===== config.mk =====
export PLATFORM = sky130hd
export DESIGN_NAME = bin_to_bcd_seq
export DESIGN_NICKNAME = d
export VERILOG_FILES = /design/src/rtl/bcd_pkg.sv /design/src/rtl/bcd_digit_adj.sv /design/src/rtl/bin_to_bcd_seq.sv
export SDC_FILE = /design/constraint.sdc
export NUM_CORES = 1
export LEC_CHECK = 0
export CAP_MARGIN = 20
export CORE_UTILIZATION = 50
export DETAILED_ROUTE_END_ITERATION = 16
export PLACE_DENSITY = 0.74
export SLEW_MARGIN = 20
export SYNTH_ARGS = -nofsm -noshare
export SYNTH_HDL_FRONTEND = slang
export SYNTH_SLANG_ARGS = --single-unit

===== constraint.sdc =====
create_clock -name clk -period 2.05 [get_ports clk]
set_clock_uncertainty 0.15 [all_clocks]
set_input_delay 0.205 -clock clk [delete_from_list [all_inputs] [get_ports clk]]
set_output_delay 0.205 -clock clk [all_outputs]
set_load 0.02 [all_outputs]

===== src/rtl/bcd_pkg.sv =====
// Shared constants and FSM state type for the sequential binary-to-BCD converter.
package bcd_pkg;

    localparam int BIN_W_DEF  = 14;
    localparam int DIGITS_DEF = 4;

    localparam int          BCD_MAX = 9999;
    localparam logic [15:0] BCD_SAT = 16'h9999;

    typedef enum logic [1:0] {
        IDLE  = 2'd0,
        SHIFT = 2'd1,
        DONE  = 2'd2
    } state_t;

endpackage


===== src/rtl/bcd_digit_adj.sv =====
// Double-dabble digit cell: a BCD digit of 5 or more gets +3 before the next shift.
module bcd_digit_adj (
    input  logic [3:0] digit_i,
    output logic [3:0] digit_o
);

    // 4-bit wrap-around add; a legal digit never carries out.
    assign digit_o = (digit_i >= 4'd5) ? digit_i + 4'd3 : digit_i;

endmodule


===== src/rtl/bin_to_bcd_seq.sv =====
// Sequential shift-and-add-3 converter, one input bit per clock, saturating at 9999.
module bin_to_bcd_seq
    import bcd_pkg::*;
#(
    parameter int BIN_W  = BIN_W_DEF,
    parameter int DIGITS = DIGITS_DEF
) (
    input  logic                  clk,
    input  logic                  rst,
    input  logic                  start,
    input  logic [BIN_W-1:0]      bin_in,
    output logic                  busy,
    output logic                  done,
    output logic [4*DIGITS-1:0]   bcd_out,
    output logic                  ovf
);

    localparam int BCD_W = 4 * DIGITS;
    localparam int CNT_W = $clog2(BIN_W + 1);

    state_t             state_q;
    logic [BIN_W-1:0]   shift_q;
    logic [BCD_W-1:0]   acc_q;
    logic [CNT_W-1:0]   cnt_q;
    logic               ovf_pend_q;
    logic               busy_q;
    logic               done_q;
    logic [BCD_W-1:0]   bcd_q;
    logic               ovf_q;

    logic [BCD_W-1:0]       acc_adj;
    logic [BCD_W+BIN_W-1:0] cat_adj;
    logic [BCD_W-1:0]       acc_d;
    logic [BIN_W-1:0]       shift_d;

    for (genvar g = 0; g < DIGITS; g++) begin : g_adj
        bcd_digit_adj u_adj (
            .digit_i (acc_q[4*g +: 4]),
            .digit_o (acc_adj[4*g +: 4])
        );
    end

    // Adjusted accumulator and shift register move left together as one word.
    assign cat_adj = {acc_adj, shift_q};
    assign acc_d   = cat_adj[BCD_W+BIN_W-2 -: BCD_W];
    assign shift_d = {shift_q[BIN_W-2:0], 1'b0};

    always_ff @(posedge clk) begin
        // NOTE: datapath registers are reset too so an aborted conversion leaves no residue.
        if (rst) begin
            state_q    <= IDLE;
            shift_q    <= '0;
            acc_q      <= '0;
            cnt_q      <= '0;
            ovf_pend_q <= 1'b0;
            busy_q     <= 1'b0;
            done_q     <= 1'b0;
            bcd_q      <= '0;
            ovf_q      <= 1'b0;
        end else begin
            done_q <= 1'b0;
            case (state_q)
                IDLE, DONE: begin
                    if (start) begin
                        shift_q    <= bin_in;
                        acc_q      <= '0;
                        cnt_q      <= CNT_W'(BIN_W);
                        ovf_pend_q <= (bin_in > BIN_W'(BCD_MAX));
                        busy_q     <= 1'b1;
                        state_q    <= SHIFT;
                    end else begin
                        state_q    <= IDLE;
                    end
                end
                SHIFT: begin
                    acc_q   <= acc_d;
                    shift_q <= shift_d;
                    cnt_q   <= cnt_q - 1'b1;
                    // Last shift: publish the result in the same edge that enters DONE.
                    if (cnt_q == CNT_W'(1)) begin
                        state_q <= DONE;
                        busy_q  <= 1'b0;
                        done_q  <= 1'b1;
                        bcd_q   <= ovf_pend_q ? BCD_W'(BCD_SAT) : acc_d;
                        ovf_q   <= ovf_pend_q;
                    end
                end
                default: begin
                    state_q <= IDLE;
                    busy_q  <= 1'b0;
                end
            endcase
        end
    end

    assign busy    = busy_q;
    assign done    = done_q;
    assign bcd_out = bcd_q;
    assign ovf     = ovf_q;

endmodule


==> results list <==
- Run status: complete, no violations
* Register-to-register setup slack: approximately 0.23 ns
- Dividing total power by cell area gives a power density of just under 700 mW/mm^2.
- The worst setup path is of the register to register kind.
* Detail Route Antenna Nets: 0
- The clock passes through at most 2 buffers.
* CTS tree: done
* Max-slew violations: 0
- Complex-gate fraction of the synthesized area: 0.215
* Fin crit period: 1.82 ns
- Worst min-delay path class: input port to register
- Total of cells resized after clock tree synthesis: 0
- Clock tree synthesis found a total of 56 sinks.
- The share of total power dissipated in sequential elements is 0.572.
- Worst skew pair latency: 0.31 ns
* Number of antenna violations at the first check in global routing: 0
- Util after Layout: 0.631
- For met3 alone, demand over resource in global routing was 0.0333.
- Yosys attributes the largest share of cell area to sky130_fd_sc_hd__dfxtp_1, sky130_fd_sc_hd__a22oi_1, sky130_fd_sc_hd__a21oi_1, sky130_fd_sc_hd__ha_1, sky130_fd_sc_hd__nand2_1.
- The worst setup path is captured at a register.
- Cell count after synthesis: 271
* Aggregate negative setup slack: 0 ns
* Combinational share of power: 0.117
* TritonCTS buffer count: 5
- The die covers 0.00525 mm^2.
* Highest clock rate: roughly 550 MHz
- Final nets: 335
- Cell-internal power: 1.50 mW
- Die height: between 70 and 80 um
- For this run, design rule violations remaining after detail routing come to 0.
* Fraction of final layout cells with drive strength greater than 1: 0.104
* Die width: between 70 and 80 um
* HPWL after detailed placement: 3.61 mm
- Met2 Resource Use GR: 0.333
- # Max-Cap Violations: 0
- Post-synthesis share of cell area spent on and, or, nand and nor gates: 0.202
- Initial core utilization: 0.522
* Area of all placed cells without fillers: 0.00300 mm^2
- For this run, global-route usage on met1 was measured as 0.288.
- Final weighted congestion in routability-driven placement: just over 0.8
- The share of synthesized area in the top cell type comes to 0.452.
- Most common flop cell mapped by yosys: sky130_fd_sc_hd__dfxtp_1
* Worst Hold Margin: roughly 0.17 ns
* Unrepaired setup endpoints after global routing: no
- Number of hold buffers added after CTS: 0
* Core ar.: 0.00475 mm^2
- STA puts the critical path data arrival time at 1.88 ns.
* Leakage component of the power: roughly 1.1 nW
- Post-synthesis instance area: 0.00248 mm^2
- The number of different library cells used by synthesis comes to 34.
* First drt pass iteration count: 4
- Worst Max-Slew Pin Slew: roughly 0.66 ns
* Root Buffer: sky130_fd_sc_hd__clkbuf_8
- Aggregate global-route resource usage: 0.213
* Most Crowded Layer GR: met2
- Nature of the critical path startpoint: register
- CTS H-tree lvls: 2
* Proportion of synthesized flip-flops having asynchronous set or reset: 0
- Measured against its own limit, the worst slew margin works out to 0.559.
- Power spent charging and discharging nets: 0.514 mW
* Number of flip-flops and latches in the synthesized netlist: 56
* Area share of fa/ha/maj cells after synthesis: 0.0504
- By area, the combinational part of the netlist is dominated by compound AO/OA/AOI/OAI gates.
- Buffers placed on the I/O ports in this run total 35.
* CP Data Required Time: 2.11 ns
* Fin. Hold Viols: 0
* Post-Synthesis Mean Instance Area: 9.16 um^2
- Count of final setup violators: 0
- Dividing the final minimum period by the clock period gives 0.888.
- Sequential fraction of the synthesis area: 0.452
* Wire length of the first global-routing pass: ~8.6 mm
- Net Sw Frac: 0.255
* Xor/xnor share of the synthesized area: 0.0141
- Synth-to-layout area growth: 20.8%
- The Yosys step of the flow raised 0 warnings.
- The biggest area contributor in the post-synthesis netlist is sky130_fd_sc_hd__dfxtp_1.
- 0 antenna diodes ended up in the layout.
- VDD sags by at most 0.000436 V.
* Top-level port count: 36
- Dividing the detail-routed via count by the number of cells gives 5.39.
* Worst-path clk slew: about 0.090 ns
- Of the total power, the clock network draws 0.311.
- Number of synthesized flops with an enable pin: 0
- Grt total ovfl: 0
* Post-Syn Nets: 298
* Total via count in the routed design: about 2,000
- In the final routed layout, each cell accounts on average for around 14 um.
* 1st-iter DRT viols: roughly 110
- By count the netlist is led by sky130_fd_sc_hd__dfxtp_1, sky130_fd_sc_hd__a21oi_1, sky130_fd_sc_hd__nand2_1, sky130_fd_sc_hd__nor2_1, sky130_fd_sc_hd__a22oi_1.
* Pin count of the biggest net entering global routing: 26
- Of all nets on the critical path, the largest fanout is 24.
- Summing all placed instances gives a cell area of 0.00291 mm^2.
- Setup repair bufs after CTS: 0
* Proportion of synthesized area in mux cells: 0.0161
* Vias in the first global route: roughly 1,800
- After floorplanning, the core was divided into 25 placement rows.
- Wires add up to 5.12 mm.
- Most frequent cell after synthesis: sky130_fd_sc_hd__dfxtp_1
-- per-stage QoR --
step | instances | setup WS (ns) | power (mW)
3_3_place_gp | 368 | 0.261 | 1.41
2_1_floorplan | 271 | 0.383 | 1.32
3_5_place_dp | 368 | 0.240 | 1.41
6_report | 376 | 0.229 | 2.02
5_1_grt | 376 | 0.0866 | 2.11
4_1_cts | 376 | 0.226 | 2.03
-- worst max-delay path: stages, from the launching register on --
cell and delay (ns):
sky130_fd_sc_hd__dfxtp_1 0.40, sky130_fd_sc_hd__ha_1 0.17, sky130_fd_sc_hd__or3b_4 0.41, sky130_fd_sc_hd__nor2_8 0.30, sky130_fd_sc_hd__nor3b_1 0.09, sky130_fd_sc_hd__a31o_1 0.19
-- power by group through the flow --
stage               Clock [mW]  Combinational (mW)  Sequential [mW]
floorplan                    0               0.141             1.18
global placement             0               0.233             1.18
detailed placement           0               0.236             1.18
CTS                      0.641               0.237             1.15
global route             0.685               0.261             1.16
finish                   0.627               0.237             1.15
-- layer usage --
metal	routed length, um	vias up
met1	2440	952
met4	99	0
met3	142	9
li1	-	1026
met2	2440	40
met5	0	-
-- placed cells by master, fill, tap and decap left out, types with 10 or more instances in the layout --
cell type / instances
sky130_fd_sc_hd__a21oi_1: 25
sky130_fd_sc_hd__a22oi_1: 19
sky130_fd_sc_hd__buf_4: 11
sky130_fd_sc_hd__clkdlybuf4s50_1: 34
sky130_fd_sc_hd__dfxtp_1: 56
sky130_fd_sc_hd__ha_1: 10
sky130_fd_sc_hd__inv_1: 10
sky130_fd_sc_hd__nand2_1: 25
sky130_fd_sc_hd__nand2b_1: 11
sky130_fd_sc_hd__nor2_1: 22
sky130_fd_sc_hd__nor3b_1: 11
sky130_fd_sc_hd__o21ai_0: 12
-- flip-flops by register name, summed over array words and instances, names as in the netlist, 2 cells and up --
name,count
cnt_q,4
state_q,2
shift_q,14
bcd_out,16
acc_q,16
-- logic make-up after synthesis --
kind of cell    after synthesis
mux                           4
simple gates                 92
flops                        56
compound gates               79
buf+inv                      26
fa+ha+maj                    10
xor+xnor                      4
-- cell type report --
cell class	count	area, um^2
well taps	67	83.8
clock inverters	1	7.51
clock buffers	7	86.3
fillers	429	1760
flip-flops and latches	56	1120
repair buffers	46	428
multi-input cells	189	1230
inverters	10	37.5
-- path summary, 6_finish.rpt --
path | start | cells past startpoint | endpoint
worst max-delay path | cnt_q[0] | 5 | bcd_out[6]
worst min register to register | shift_q[8] | 2 | shift_q[8]
worst min-delay path | rst | 2 | busy
worst max register to register | cnt_q[0] | 5 | bcd_out[6]
Power figures use the tool's default switching activity.
==> patch 1: new RTL, same settings <==
Reset style: asynchronous (`rst`), changed in one clocked block.
--- a/src/rtl/bin_to_bcd_seq.sv
+++ b/src/rtl/bin_to_bcd_seq.sv
@@ -47,3 +47,3 @@
 
-    always_ff @(posedge clk) begin
+    always_ff @(posedge clk or posedge rst) begin
         // NOTE: datapath registers are reset too so an aborted conversion leaves no residue.
Formal check against the unedited RTL: differs if rst is asserted again (counterexample within 4 cycles, from zero or initial values and one cycle with rst high); with rst held inactive, the same outputs for 10 cycles.
==> patch 1 against the original RTL <==
  * Sequential cell count unchanged
  * Final cell count down 6.6%
  * Wire length about the same
  * Synthesized area up 2.9%
  * Setup slack worse by 0.047 ns
  * Cell area up 3.9%
  * Maximum frequency down 2.5%
Power is not compared: it rests on default switching activity, and its combinational part moved more than twofold at a synthesized area within 25%.
==> patch 1: results (changes against the original RTL) <==
synthesis:
  ys_top_cells_by_count: "dfrtp_1 (56), nand2_1 (42), a22o_1 (17)"
  yosysWarnings: 0  # unchanged
  synth.area.top_cells: "dfrtp_1 (55%), nand2_1 (6.2%), a22o_1 (5.8%), ha_1 (4.9%), a22oi_1 (4.1%)"
  postSynthAreaPerCell_um2: 10.5  # +15%
  synth_seq_area_share_pct: 54.8  # +9.7 points
  ys_async_sr_fraction_pct: 100  # +100 points
  synth_flop_cell: "dfrtp_1"
  syn_nets: 270  # -9.4%
  synth_cell_types: 32  # -5.9%
setup_path:
  crit_family: "simple AND/OR/NAND/NOR gates"
  rrSetupSlack_ns: 0.18  # -0.05 ns
  critical_path_arrival_ns: 1.97  # +0.09 ns
  worst-path-max-fanout: 12  # -50%
  critPathSlowestCell: "dfrtp_1"
  critPathLaunch: "cnt_q[1]"
  cp-end-kind: "flip-flop"
  ff2ff_path_depth: 8  # +3
  worst_r2r_endpoint: "bcd_out[0]"
timing:
  whs_ns: 0.0999  # -0.0707 ns
  worst_pin_slew_ns: 0.593  # -0.0664 ns
  min_period_over_period_pct: 91.1  # +2.3 points
drt:
  drt_iter0_drc: 141  # +27%
  wl_mm: 5.12  # about the same
  vias: 1957  # -3.5%
global_route:
  grt_max_degree: 57  # +120%
  gr-usage-met1_pct: 30.3  # +1.5 points
  grt_pass1_vias: 1809  # -1.6%
  use_met3_pct: 5.08  # +1.7 points
  grt_pass1_wl_mm: 8.83  # +3.0%
  grt.met2_usage_pct: 33.9  # +0.61 points
  grt_usage_pct: 21.8  # +0.55 points
outcome:
  status: "finished clean"
layout:
  fin_nets: 310  # -7.5%
  drive_gt1_share_pct: 8.10  # -2.3 points
  layout.cells.non_filler: 351  # -6.6%
worst_hold_path:
  hold_class: "in -> async"
cts:
  path_clk_slew_ns: 0.10
place:
  pre_cts_ws_ns: 0.0426  # -0.197 ns
  dp.cells: 343  # -6.8%
  dp_hpwl_mm: 3.45  # -4.3%
  gp_congestion: 0.779  # -4.1%
## patch 1: timing repair
item                       4_1_cts  5_1_grt
setup endpoints to repair        1        1
setup buffers                    0        0
resized for setup                1        1
## patch 1: where the power goes
group	internal, mW	switching, mW
combinational	1.06	1.20
clock	0.275	0.354
sequential	1.58	0.380
## patch 1: cell type report
type                    count  area, µm²  area share [%]
clock buffers               7       86.3            2.77
clock inverters             1       7.51           0.241
inverters                  13       48.8            1.57
multi-input cells         162       1050            33.7
flip-flops and latches     56       1400            45.0
well taps                  67       83.8            2.69
repair buffers             45        438            14.1
## patch 1: kinds of logic after synthesis
kind of cell    share of synthesized area [%]
buf+inv                                  4.31
compound gates                           19.6
fa+ha+maj                                4.90
flops                                    54.8
xor+xnor                                 1.37
mux                                      1.57
simple gates                             13.4
## patch 1: layer usage
metal  share of wire, %  wire length, µm
met5                  0                0
met4                1.3               68
met3                4.3              219
met2                 47             2430
met1                 47             2400
==> patch 2: new RTL, config.mk and constraints unchanged <==
Made on the original files. The package constant `DIGITS_DEF` goes from 4 to 5.
--- a/src/rtl/bcd_pkg.sv
+++ b/src/rtl/bcd_pkg.sv
@@ -4,3 +4,3 @@
     localparam int BIN_W_DEF  = 14;
-    localparam int DIGITS_DEF = 4;
+    localparam int DIGITS_DEF = 5;
 
Interface: changed (resized bcd_out); port bits go from 36 to 40. The function was not compared with the original's and may differ.
==> patch 2 against the original RTL <==
  * Sequential cell count up 8
  * Maximum frequency down 2.9%
  * Synthesized area up 12%
  * Final cell count up 14%
  * Total power up 26%
  * Setup slack worse by 0.054 ns
  * Critical path depth unchanged
  * Global-route usage up 1.1 points
  * Die area up 12%
  * Wire length up 22%
  * Cell area up 16%
  * Sequential power up 14%
  * Highest routed layer unchanged
==> patch 2: results (changes against the original RTL) <==
global_route:
  grt_pass1_wl_mm: 10.3  # +21%
  grt_pass1_vias: 2250  # +22%
  grt_usage_pct: 22.4  # +1.1 points
drt:
  wl_mm: 6.26  # +22%
  vias_per_cell: 5.43  # +0.73%
place:
  io_buffers: 39  # +11%
  placed_area_um2: 3270  # +13%
  dp_hpwl_mm: 4.32  # +20%
synthesis:
  synth_cell_types: 33  # -2.9%
  synthXorXnorAreaFrac_pct: 1.57  # +0.16 points
  ys_top_cells_by_count: "dfxtp_1 (64), a21oi_1 (29), nand2_1 (27)"
  synth_seq_area_share_pct: 45.9  # +0.74 points
cts:
  path_clk_slew_ns: 0.07  # -0.02 ns
  insertion_delay_ns: 0.33  # +0.02 ns
  cts_inserted_buffers: 9  # +4
  htree_levels: 3  # +1
outcome:
  status: "finished clean"
pwr:
  swShare_pct: 24.6  # -0.90 points
  leakagePower_nw: 1.30  # +18%
  ir_drop_mv: 0.470  # +7.9%
timing:
  whs_ns: 0.0896  # -0.0809 ns
  maxSlewHeadroom_pct: 34.6  # -21 points
  min_period_over_period_pct: 91.4  # +2.6 points
setup_path:
  worst-path-max-fanout: 14  # -42%
  rrSetupSlack_ns: 0.18  # -0.05 ns
layout:
  drive_gt1_share_pct: 11.7  # +1.3 points
[patch 2: metrics by stage]
| step | cells | power [mW] |
|---|---|---|
| final | 430 | 2.54 |
| after global routing | 430 | 2.66 |
| after CTS | 429 | 2.56 |
| after detailed placement | 413 | 1.58 |
| after global placement | 413 | 1.58 |
| after floorplan | 309 | 1.48 |
[patch 2: area by class of cell]
cell class	instances	area [µm²]
fill	431	1770
multi-input combinational	216	1390
sequential	64	1280
timing repair buffer	52	483
clock buffer	13	169
tap	70	87.6
inverter	12	45.0
clock inverter	3	15.0
[patch 2: kinds of logic (layout without fill, tap and decap cells)]
family / after synthesis / in the layout
compound gates: 91 / 91
xor+xnor: 5 / 5
fa+ha+maj: 12 / 12
buf+inv: 30 / 80
flops: 64 / 64
mux: 5 / 5
simple gates: 102 / 103
[patch 2: power groups by stage]
stage                     Combinational, mW  Clock (mW)  Sequential, mW
after floorplan                       0.144           0            1.33
after global placement                0.243           0            1.33
after detailed placement              0.248           0            1.33
after CTS                             0.249        1.01            1.31
after global routing                  0.275        1.07            1.31
final                                 0.252       0.985            1.31
[patch 2: routing by layer]
layer,GRT usage (%),part of all wire (%),wire length (µm),vias to the layer above
met3,7.14,4.0,248,4
met2,35.9,48,3000,45
met4,6.15,0.45,28,0
li1,-,-,-,1187
met5,0,0,0,-
met1,28.7,48,2990,1099
[patch 2: path summary, 6_finish.rpt]
| path | from | to | depth (start not counted) |
|---|---|---|---|
| max | cnt_q[0] | bcd_out[7] | 5 |
| max reg2reg | cnt_q[0] | bcd_out[7] | 5 |
| min reg2reg | bcd_out[19] | bcd_out[19] | 2 |
| min | rst | acc_q[11] | 2 |
[patch 2: critical path, stage by stage, from the launching register on]
cell and delay [ns]:
dfxtp_1 0.40, ha_1 0.18, or3b_4 0.45, nor2_4 0.38
nor2_1 0.08, nor3_1 0.15
